### config.mk
export PLATFORM = sky130hd
export DESIGN_NAME = smbus_level_fifo
export DESIGN_NICKNAME = d
export VERILOG_FILES = /design/src/rtl/smbus_level_fifo.sv
export SDC_FILE = /design/constraint.sdc
export NUM_CORES = 1
export LEC_CHECK = 0
export ABC_AREA = 1
export CORE_ASPECT_RATIO = 0.75
export CORE_MARGIN = 2
export CORE_UTILIZATION = 45
export CTS_BUF_LIST = sky130_fd_sc_hd__clkbuf_8
export CTS_CLUSTER_DIAMETER = 200
export DETAILED_ROUTE_END_ITERATION = 12
export DONT_BUFFER_PORTS = 1
export HOLD_SLACK_MARGIN = 0.02
export SKIP_CTS_REPAIR_TIMING = 1
export SLEW_MARGIN = 20
export SYNTH_ARGS = -nofsm -noshare
export SYNTH_HDL_FRONTEND = slang
export SYNTH_SLANG_ARGS = --single-unit
### constraint.sdc
create_clock -name clk -period 3.05 [get_ports clk]
set_input_delay 0.1525 -clock clk [delete_from_list [all_inputs] [get_ports clk]]
set_output_delay 0.1525 -clock clk [all_outputs]
set_load 0.1 [all_outputs]
### src/rtl/smbus_level_fifo.sv
// smbus_level_fifo: synchronous FIFO for the SMBus TX/RX data paths with FWFT or
// registered read, live almost-full/almost-empty thresholds, sticky errors and a high-water mark.
module smbus_level_fifo #(
  parameter  int DATA_WIDTH = 8,
  parameter  int DEPTH      = 32,
  parameter  int READ_MODE  = 0,
  localparam int CW         = $clog2(DEPTH) + 1
) (
  input  logic                  clk,
  input  logic                  rst,
  input  logic                  wr_en,
  input  logic [DATA_WIDTH-1:0] wr_data,
  input  logic                  rd_en,
  output logic [DATA_WIDTH-1:0] rd_data,
  output logic                  rd_valid,
  input  logic                  flush,
  input  logic                  clr_err,
  input  logic [CW-1:0]         af_thresh,
  input  logic [CW-1:0]         ae_thresh,
  output logic                  full,
  output logic                  empty,
  output logic                  almost_full,
  output logic                  almost_empty,
  output logic [CW-1:0]         count,
  output logic [CW-1:0]         hwm,
  output logic                  overflow,
  output logic                  underflow
);
  localparam int            PW       = $clog2(DEPTH);
  localparam logic [PW-1:0] LAST_PTR = PW'(DEPTH - 1);
  localparam logic [CW-1:0] FULL_CNT = CW'(DEPTH);

  logic [DATA_WIDTH-1:0] r_mem [DEPTH];
  logic [PW-1:0]         r_wr_ptr;
  logic [PW-1:0]         r_rd_ptr;
  logic [CW-1:0]         r_count;
  logic [CW-1:0]         w_count_next;
  logic [CW-1:0]         r_hwm;
  logic                  r_overflow;
  logic                  r_underflow;
  logic                  w_full;
  logic                  w_empty;
  logic                  w_wr_acc;
  logic                  w_rd_acc;

  // Pointers wrap by explicit compare so non-power-of-two depths work.
  function automatic logic [PW-1:0] ptr_inc(input logic [PW-1:0] p);
    return (p == LAST_PTR) ? '0 : p + PW'(1);
  endfunction

  assign w_full   = (r_count == FULL_CNT);
  assign w_empty  = (r_count == '0);
  // Acceptance uses start-of-cycle full/empty: no write-through-read or read-through-write.
  assign w_wr_acc = wr_en && !w_full && !flush;
  assign w_rd_acc = rd_en && !w_empty && !flush;

  always_comb begin
    w_count_next = r_count;
    if (flush)
      w_count_next = '0;
    else if (w_wr_acc && !w_rd_acc)
      w_count_next = r_count + CW'(1);
    else if (w_rd_acc && !w_wr_acc)
      w_count_next = r_count - CW'(1);
  end

  always_ff @(posedge clk) begin
    if (w_wr_acc && !rst)
      r_mem[r_wr_ptr] <= wr_data;
  end

  always_ff @(posedge clk) begin
    if (rst || flush) begin
      r_wr_ptr    <= '0;
      r_rd_ptr    <= '0;
      r_count     <= '0;
      r_hwm       <= '0;
      r_overflow  <= 1'b0;
      r_underflow <= 1'b0;
    end else begin
      if (w_wr_acc)
        r_wr_ptr <= ptr_inc(r_wr_ptr);
      if (w_rd_acc)
        r_rd_ptr <= ptr_inc(r_rd_ptr);
      r_count <= w_count_next;
      // Loading the post-update count keeps hwm >= count even when a write coincides.
      if (clr_err || (w_count_next > r_hwm))
        r_hwm <= w_count_next;
      r_overflow  <= (r_overflow && !clr_err) || (wr_en && w_full);
      r_underflow <= (r_underflow && !clr_err) || (rd_en && w_empty);
    end
  end

  generate
    if (READ_MODE == 1) begin : g_reg_read
      logic [DATA_WIDTH-1:0] r_rd_data;
      logic                  r_rd_valid;

      always_ff @(posedge clk) begin
        if (rst) begin
          r_rd_data  <= '0;
          r_rd_valid <= 1'b0;
        end else if (w_rd_acc) begin
          r_rd_data  <= r_mem[r_rd_ptr];
          r_rd_valid <= 1'b1;
        end else begin
          r_rd_valid <= 1'b0;
        end
      end

      assign rd_data  = r_rd_data;
      assign rd_valid = r_rd_valid;
    end else begin : g_fwft_read
      assign rd_data  = r_mem[r_rd_ptr];
      assign rd_valid = !w_empty;
    end
  endgenerate

  assign full         = w_full;
  assign empty        = w_empty;
  assign almost_full  = (r_count >= af_thresh);
  assign almost_empty = (r_count <= ae_thresh);
  assign count        = r_count;
  assign hwm          = r_hwm;
  assign overflow     = r_overflow;
  assign underflow    = r_underflow;

endmodule

==> impl_metrics.tcl, run 1 <==
set metrics [dict create \
    synth_top_cell_area_share 0.6171 \
    fmax_mhz 354.4 \
    synth_top_cell_by_area "edfxtp_1" \
    grt-ovfl-total 0 \
    layout.nets 1153 \
    io_pins 53 \
    post-route-min-period_ps 2822 \
    status "complete, no violations" \
    max_cap_viol_count 0 \
    timing.final.crit_share 0.9252 \
    diodes 0 \
    syn_avg_cell_area_um2 12.12 \
    cts_tree "built" \
    coreArea_um2 27130 \
    clock_latency_ps 570 \
    antenna_left 0 \
    reg2reg_slack_ps 310 \
    clkTransAtPathRegs_ps 60 \
    cp_data_arrival_time_ps 2670 \
    cts_made_buffers 45 \
    die_h_um 148.1 \
    path_delay_family "buffers and inverters" \
    vias 8142 \
    drc 0 \
    crit_path_top_delay_cell "inv_4" \
    antenna_found_initial 0 \
    grt_pass1_vias 7682 \
    critPathLaunchType "register" \
    slew_viol_final 0 \
    powerDensity_nw_per_um2 564.2 \
    clock_sinks 285 \
    worstHoldEndpoint "r_mem[21][5]$_DFFE_PP_" \
    hold_viol_final 0 \
    vias_per_cell 5.475 \
    synth_cell_types 38 \
    hold_class "in -> reg" \
    die_w_um 196.1 \
    whs_path_depth 3 \
    multi_input_area_um2 3731 \
    grt_max_degree 129 \
    rsz0062_at_grt "false" \
    syn2layout_area_growth_pct 15.60 \
    ys_ff_latch 285 \
    drt_iter0_drc 689 \
    tightestPinTransition_ps 974.4 \
    final.setup.tns_ps 0 \
    power_uw 8125 \
    dr.pass1.iters 8 \
    fill_cells 2285 \
    path_common_cell "nand2_1" \
    syn_inst 1028 \
    port_buffers 0 \
    finalSetupViolCount 0 \
    drive_gt1_frac 0.1585 \
    critPathMaxStageDelay_ps 420 \
    async_flop_share 0 \
    htreeDepth 2 \
    cts_buffer_depth 3 \
    register_area_um2 8288 \
    synth_flop_cell "edfxtp_1" \
    path_cells "inv_4 -> buf_4 -> nor2_1 -> o221ai_1 -> nand3_1 -> nand2_1 -> nand2_1 -> nand2_1 -> buf_12" \
    r2r.worst_path.cells 17 \
    row_count 52 \
    rr_startpoint "count[0]$_SDFF_PP0_" \
    die-area_um2 29040 \
    skew_ps 13.63 \
    synth_edf_count 256 \
    gr-usage-all-layers 0.2062 \
    relSlewSlack 0.3495 \
    routedWlPerCell_um 19.70 \
    gp_congestion 0.8724 \
    synth.top_cells.by_count "edfxtp_1 (256), nor2_1 (140), nand2_1 (97), o21ai_0 (67), o21bai_1 (65)" \
    yosys-top-cells-area "edfxtp_1 (62%), dfxtp_1 (4.7%), nor2_1 (4.2%)" \
    reg2reg_to "hwm[4]$_SDFFE_PP0P_" \
    yosys_warnings 0 \
    grt_pass1_wl_mm 45.53 \
    clockRootBuffer "clkbuf_8" \
    leakage_uw 0.005090 \
    crit_fanout 51 \
    wirelength_mm 29.30 \
    yosysMostFrequentCell "edfxtp_1" \
    pre_cts_ws_ps 242.2 \
    critPathBufInv 3 \
    peakVddDrop_mv 0.3785 \
    ys_seq_area_frac 0.6637 \
    crit_required_ps 2900 \
    dp.final_hpwl_mm 17.86 \
    utilization 0.5308 \
    fin_ws_ps 228.2 \
    syn-cell-area_um2 12460 \
    worstSetupPathType "reg -> out" \
    hp-start "rst" \
    start_util 0.4591 \
    synth_fp_nets 1081 \
    crit_path_end_kind "primary output" \
]
## worst min-delay path: stages
cell and delay, ps:
nor2_1 40, nand2_1 100, nor2_1 120
## sequential cells by signal, summed over array words and instances (netlist names), named ones only
register / flops
underflow: 1
r_mem: 256
count: 6
r_rd_ptr: 5
hwm: 6
overflow: 1
r_wr_ptr: 5
## cells by family (layout without fill, tap and decap cells)
kind of cell / count (synthesis) / count (layout) / share of synthesized area
xor gates and xnor gates: 5 / 5 / 0.003515
buffers and inverters: 113 / 221 / 0.04038
adders and majority gates: 27 / 27 / 0.02712
DFF: 285 / 285 / 0.6637
and+or+nand+nor: 332 / 332 / 0.1199
AOI/OAI and AO/OA: 266 / 266 / 0.1453
## cell usage in the layout (no fill, tap or decap), drive strengths merged, types with 29 or more instances in the layout
cell / instances
nor2: 154
o21ai: 74
edfxtp: 256
o21a: 40
o21bai: 65
inv: 69
dfxtp: 29
nand2: 107
clkbuf: 47
o211ai: 41
nand3: 60
buf: 68
## cell type report
class / instances / area share
flip-flops and latches: 285 / 0.5755
multi-input cells: 630 / 0.2591
repair buffers: 82 / 0.06169
clock buffers: 47 / 0.04492
well taps: 351 / 0.03050
inverters: 56 / 0.01529
clock inverters: 36 / 0.01295
## through the flow
step                hold slack, ps  area, µm²  instances
floorplan                    251.4      12490       1028
CTS                         -392.4      14080       1465
detailed placement           220.9      13250       1382
global route                 65.50      14400       1487
finish                       43.15      14400       1487
global placement             217.4      13250       1382
## report_power, final
part	leakage (µW)	internal [µW]	switching, µW
Sequential	0.00254	4270	27.5
Clock	0.000478	1530	1480
Combinational	0.00207	241	577
Total	0.00509	6040	2090
## worst max path at each step
| stage | depth (start not counted) | slack, ps | end | startpoint |
|---|---|---|---|---|
| after floorplan | 19 | 20 | hwm[1]$_SDFFE_PP0P_ | count[0]$_SDFF_PP0_ |
| after global placement | 19 | 350 | hwm[4]$_SDFFE_PP0P_ | count[0]$_SDFF_PP0_ |
| after detailed placement | 17 | 240 | hwm[1]$_SDFFE_PP0P_ | count[0]$_SDFF_PP0_ |
| after CTS | 9 | 180 | rd_data[4] | register |
| after global routing | 8 | 8 | rd_data[2] | register |
| final | 9 | 230 | rd_data[1] | register |
## metal layers
layer	global-route usage	wire length (µm)	share of wire	vias up
li1	-	-	-	3890
met1	0.3175	14140	0.48	3996
met2	0.3005	12920	0.44	220
met3	0.03968	1825	0.062	36
met4	0.05189	410	0.014	0
met5	0	0	0	-
Power figures use the tool's default switching activity.
==> run 2: changes to the inputs <==
--- a/config.mk
+++ b/config.mk
@@ -5,7 +5,6 @@
 export SDC_FILE = /design/constraint.sdc
 export NUM_CORES = 1
 export LEC_CHECK = 0
-export ABC_AREA = 1
 export CORE_ASPECT_RATIO = 0.75
 export CORE_MARGIN = 2
 export CORE_UTILIZATION = 45
==> run 2 against run 1 <==
  * The flow now finishes with violations (setup timing)
  * Sequential share of layout area grew 1.4 points
  * Final cell count shrank 23%
  * Die area shrank 5.3%
  * Critical path type is now reg -> reg
  * Critical endpoint is now hwm[1]$_SDFFE_PP0P_
==> impl_metrics.tcl, run 2 <==
set metrics [dict create \
    hold_viol_final 0 \
    synth_flop_cell "edfxtp_1" \
    fmax_mhz 314.5 \
    pre_cts_ws_ps -108.3 \
    htreeDepth 2 \
    rsz0062_at_grt "true" \
    synth_cell_types 50 \
    cts_made_buffers 46 \
    wirelength_mm 27.19 \
    final_common_cell "edfxtp_1" \
    post-route-min-period_ps 3180 \
    hold_class "in -> reg" \
    antenna_found_initial 1 \
    fill_cells 2002 \
    drc 0 \
    status "complete, but fails checks" \
    synth_fp_nets 696 \
    start_util 0.4556 \
    cts_buffer_depth 3 \
    busiest_layer "met1" \
    worstSetupPathType "reg -> reg" \
    syn_inst 643 \
    gr-usage-all-layers 0.1954 \
    port_buffers 0 \
    crit_fanout 6 \
    ys_ff_latch 285 \
    yosys_warnings 0 \
    timing.final.crit_share 1.043 \
    grt_max_degree 65 \
    most-common-layout-cells "edfxtp_1 (256), mux4_2 (80), buf_4 (76), nor2_1 (58), inv_1 (47)" \
    slew_viol_final 0 \
    path_cells "inv_4 -> ha_4 -> or4b_4 -> buf_6 -> nor2_4 -> a211oi_2 -> o31ai_2 -> nor2_1 -> ha_1 -> nand3_2 -> or3_4 -> a41oi_4 -> buf_6 -> buf_6 -> o22ai_2" \
    fin_ws_ps -130.0 \
    synth_edf_count 256 \
    die_h_um 144.1 \
    die_w_um 190.8 \
    drt_iter0_drc 606 \
    vias_per_cell 5.679 \
    crit_path_end_kind "register" \
    tightestPinTransition_ps 1008 \
    grt_use_met1 0.3027 \
    synth_top_cell_area_share 0.6529 \
    max_cap_viol_count 0 \
    largest_reg_flops 256 \
    failed_checks "setup timing" \
    io_pins 53 \
    coreArea_um2 25840 \
    synth_top_cell_by_area "edfxtp_1" \
    yosys-top-cells-area "edfxtp_1 (65%), mux4_2 (15%), dfxtp_1 (4.9%)" \
    clkTransAtPathRegs_ps 60 \
    skew_ps 19.84 \
    critPathMaxStageDelay_ps 510 \
    syn2layout_area_growth_pct 19.36 \
    top_register "r_mem" \
    clock_latency_ps 570 \
    peakVddDrop_mv 0.3267 \
    crit_path_top_delay_cell "or4b_4" \
    dr.pass1.iters 5 \
    grt_pass1_vias 6333 \
    powerDensity_nw_per_um2 567.1 \
    clockRootBuffer "clkbuf_8" \
    crit_required_ps 3490 \
    syn_avg_cell_area_um2 18.31 \
    leakage_uw 0.004735 \
    drive_gt1_frac 0.3371 \
    antenna_left 0 \
    layout.nets 820 \
    yosysMostFrequentCell "edfxtp_1" \
    cp_data_arrival_time_ps 3620 \
    cts_tree "built" \
    row_count 51 \
    relSlewSlack 0.3272 \
    final.setup.tns_ps -511.9 \
    grt_util_met3 0.03883 \
    gp_congestion 0.9058 \
    dp.final_hpwl_mm 17.09 \
    async_flop_share 0 \
    die-area_um2 27490 \
    finalSetupViolCount 6 \
    syn-cell-area_um2 11780 \
    ys_seq_area_frac 0.7022 \
    synth.top_cells.by_count "edfxtp_1 (256), mux4_2 (80), nor2_1 (59), dfxtp_1 (29), ha_1 (27)" \
    clock_sinks 285 \
    path_common_cell "buf_6" \
    grt_pass1_wl_mm 39.16 \
    grt.met2_usage 0.2807 \
    routedWlPerCell_um 23.73 \
    critPathLaunchType "register" \
    grt-ovfl-total 0 \
    vias 6508 \
]
## run 2: routing by layer
metal	wire length, µm	vias up
li1	-	2853
met1	12720	3382
met2	12250	231
met3	1749	42
met4	476	0
met5	0	-
## run 2: worst paths after layout
| kind | endpoint | slack, ps | from | depth (start not counted) |
|---|---|---|---|---|
| worst max register to register | hwm[1]$_SDFFE_PP0P_ | -130 | count[1]$_SDFF_PP0_ | 15 |
| worst max-delay path | hwm[1]$_SDFFE_PP0P_ | -130 | count[1]$_SDFF_PP0_ | 15 |
| worst min-delay path | count[3]$_SDFF_PP0_ | 20 | rst | 2 |
| worst min register to register | r_wr_ptr[1]$_SDFFE_PP0N_ | 540 | r_wr_ptr[1]$_SDFFE_PP0N_ | 2 |
## run 2: where the power goes
| part | switching (µW) | internal [µW] |
|---|---|---|
| clock network | 1440 | 1410 |
| registers | 23.9 | 4270 |
| logic | 505 | 325 |
## run 2: worst max-delay path, delay by kind of cell, from the launching register on
kind / cells / cell delay, ps
compound gates: 4 / 650
fa+ha+maj: 2 / 450
simple gates: 5 / 1140
buf+inv: 4 / 480
flops: 1 / 350
## run 2: cell type report
| class | instances | area [µm²] | area share |
|---|---|---|---|
| diodes | 1 | 2.502 | 0.0001780 |
| clock buffers | 46 | 633.1 | 0.04505 |
| clock inverters | 36 | 163.9 | 0.01166 |
| inverters | 24 | 95.09 | 0.006766 |
| multi-input cells | 303 | 3412 | 0.2428 |
| flip-flops and latches | 285 | 8289 | 0.5898 |
| well taps | 344 | 430.4 | 0.03062 |
| repair buffers | 107 | 1028 | 0.07318 |
## run 2: logic make-up after synthesis
family / synth area share
compound gates: 0.02996
xor+xnor: 0.001488
fa+ha+maj: 0.02869
buf+inv: 0.02051
flops: 0.7022
mux: 0.1624
simple gates: 0.05483
## run 2: through the flow
| step | hold slack (ps) | power [µW] | utilization | area, µm² | cells |
|---|---|---|---|---|---|
| 3_3_place_gp | 253.4 | 4980 | 0.4916 | 12710 | 1024 |
| 6_report | 24.33 | 7971 | 0.5438 | 14050 | 1146 |
| 3_5_place_dp | 252.9 | 4995 | 0.4916 | 12710 | 1024 |
| 4_1_cts | -351.1 | 7855 | 0.5225 | 13500 | 1106 |
| 5_1_grt | 22.52 | 8264 | 0.5438 | 14050 | 1146 |
| 2_1_floorplan | 251.4 | 4853 | - | 11880 | 643 |
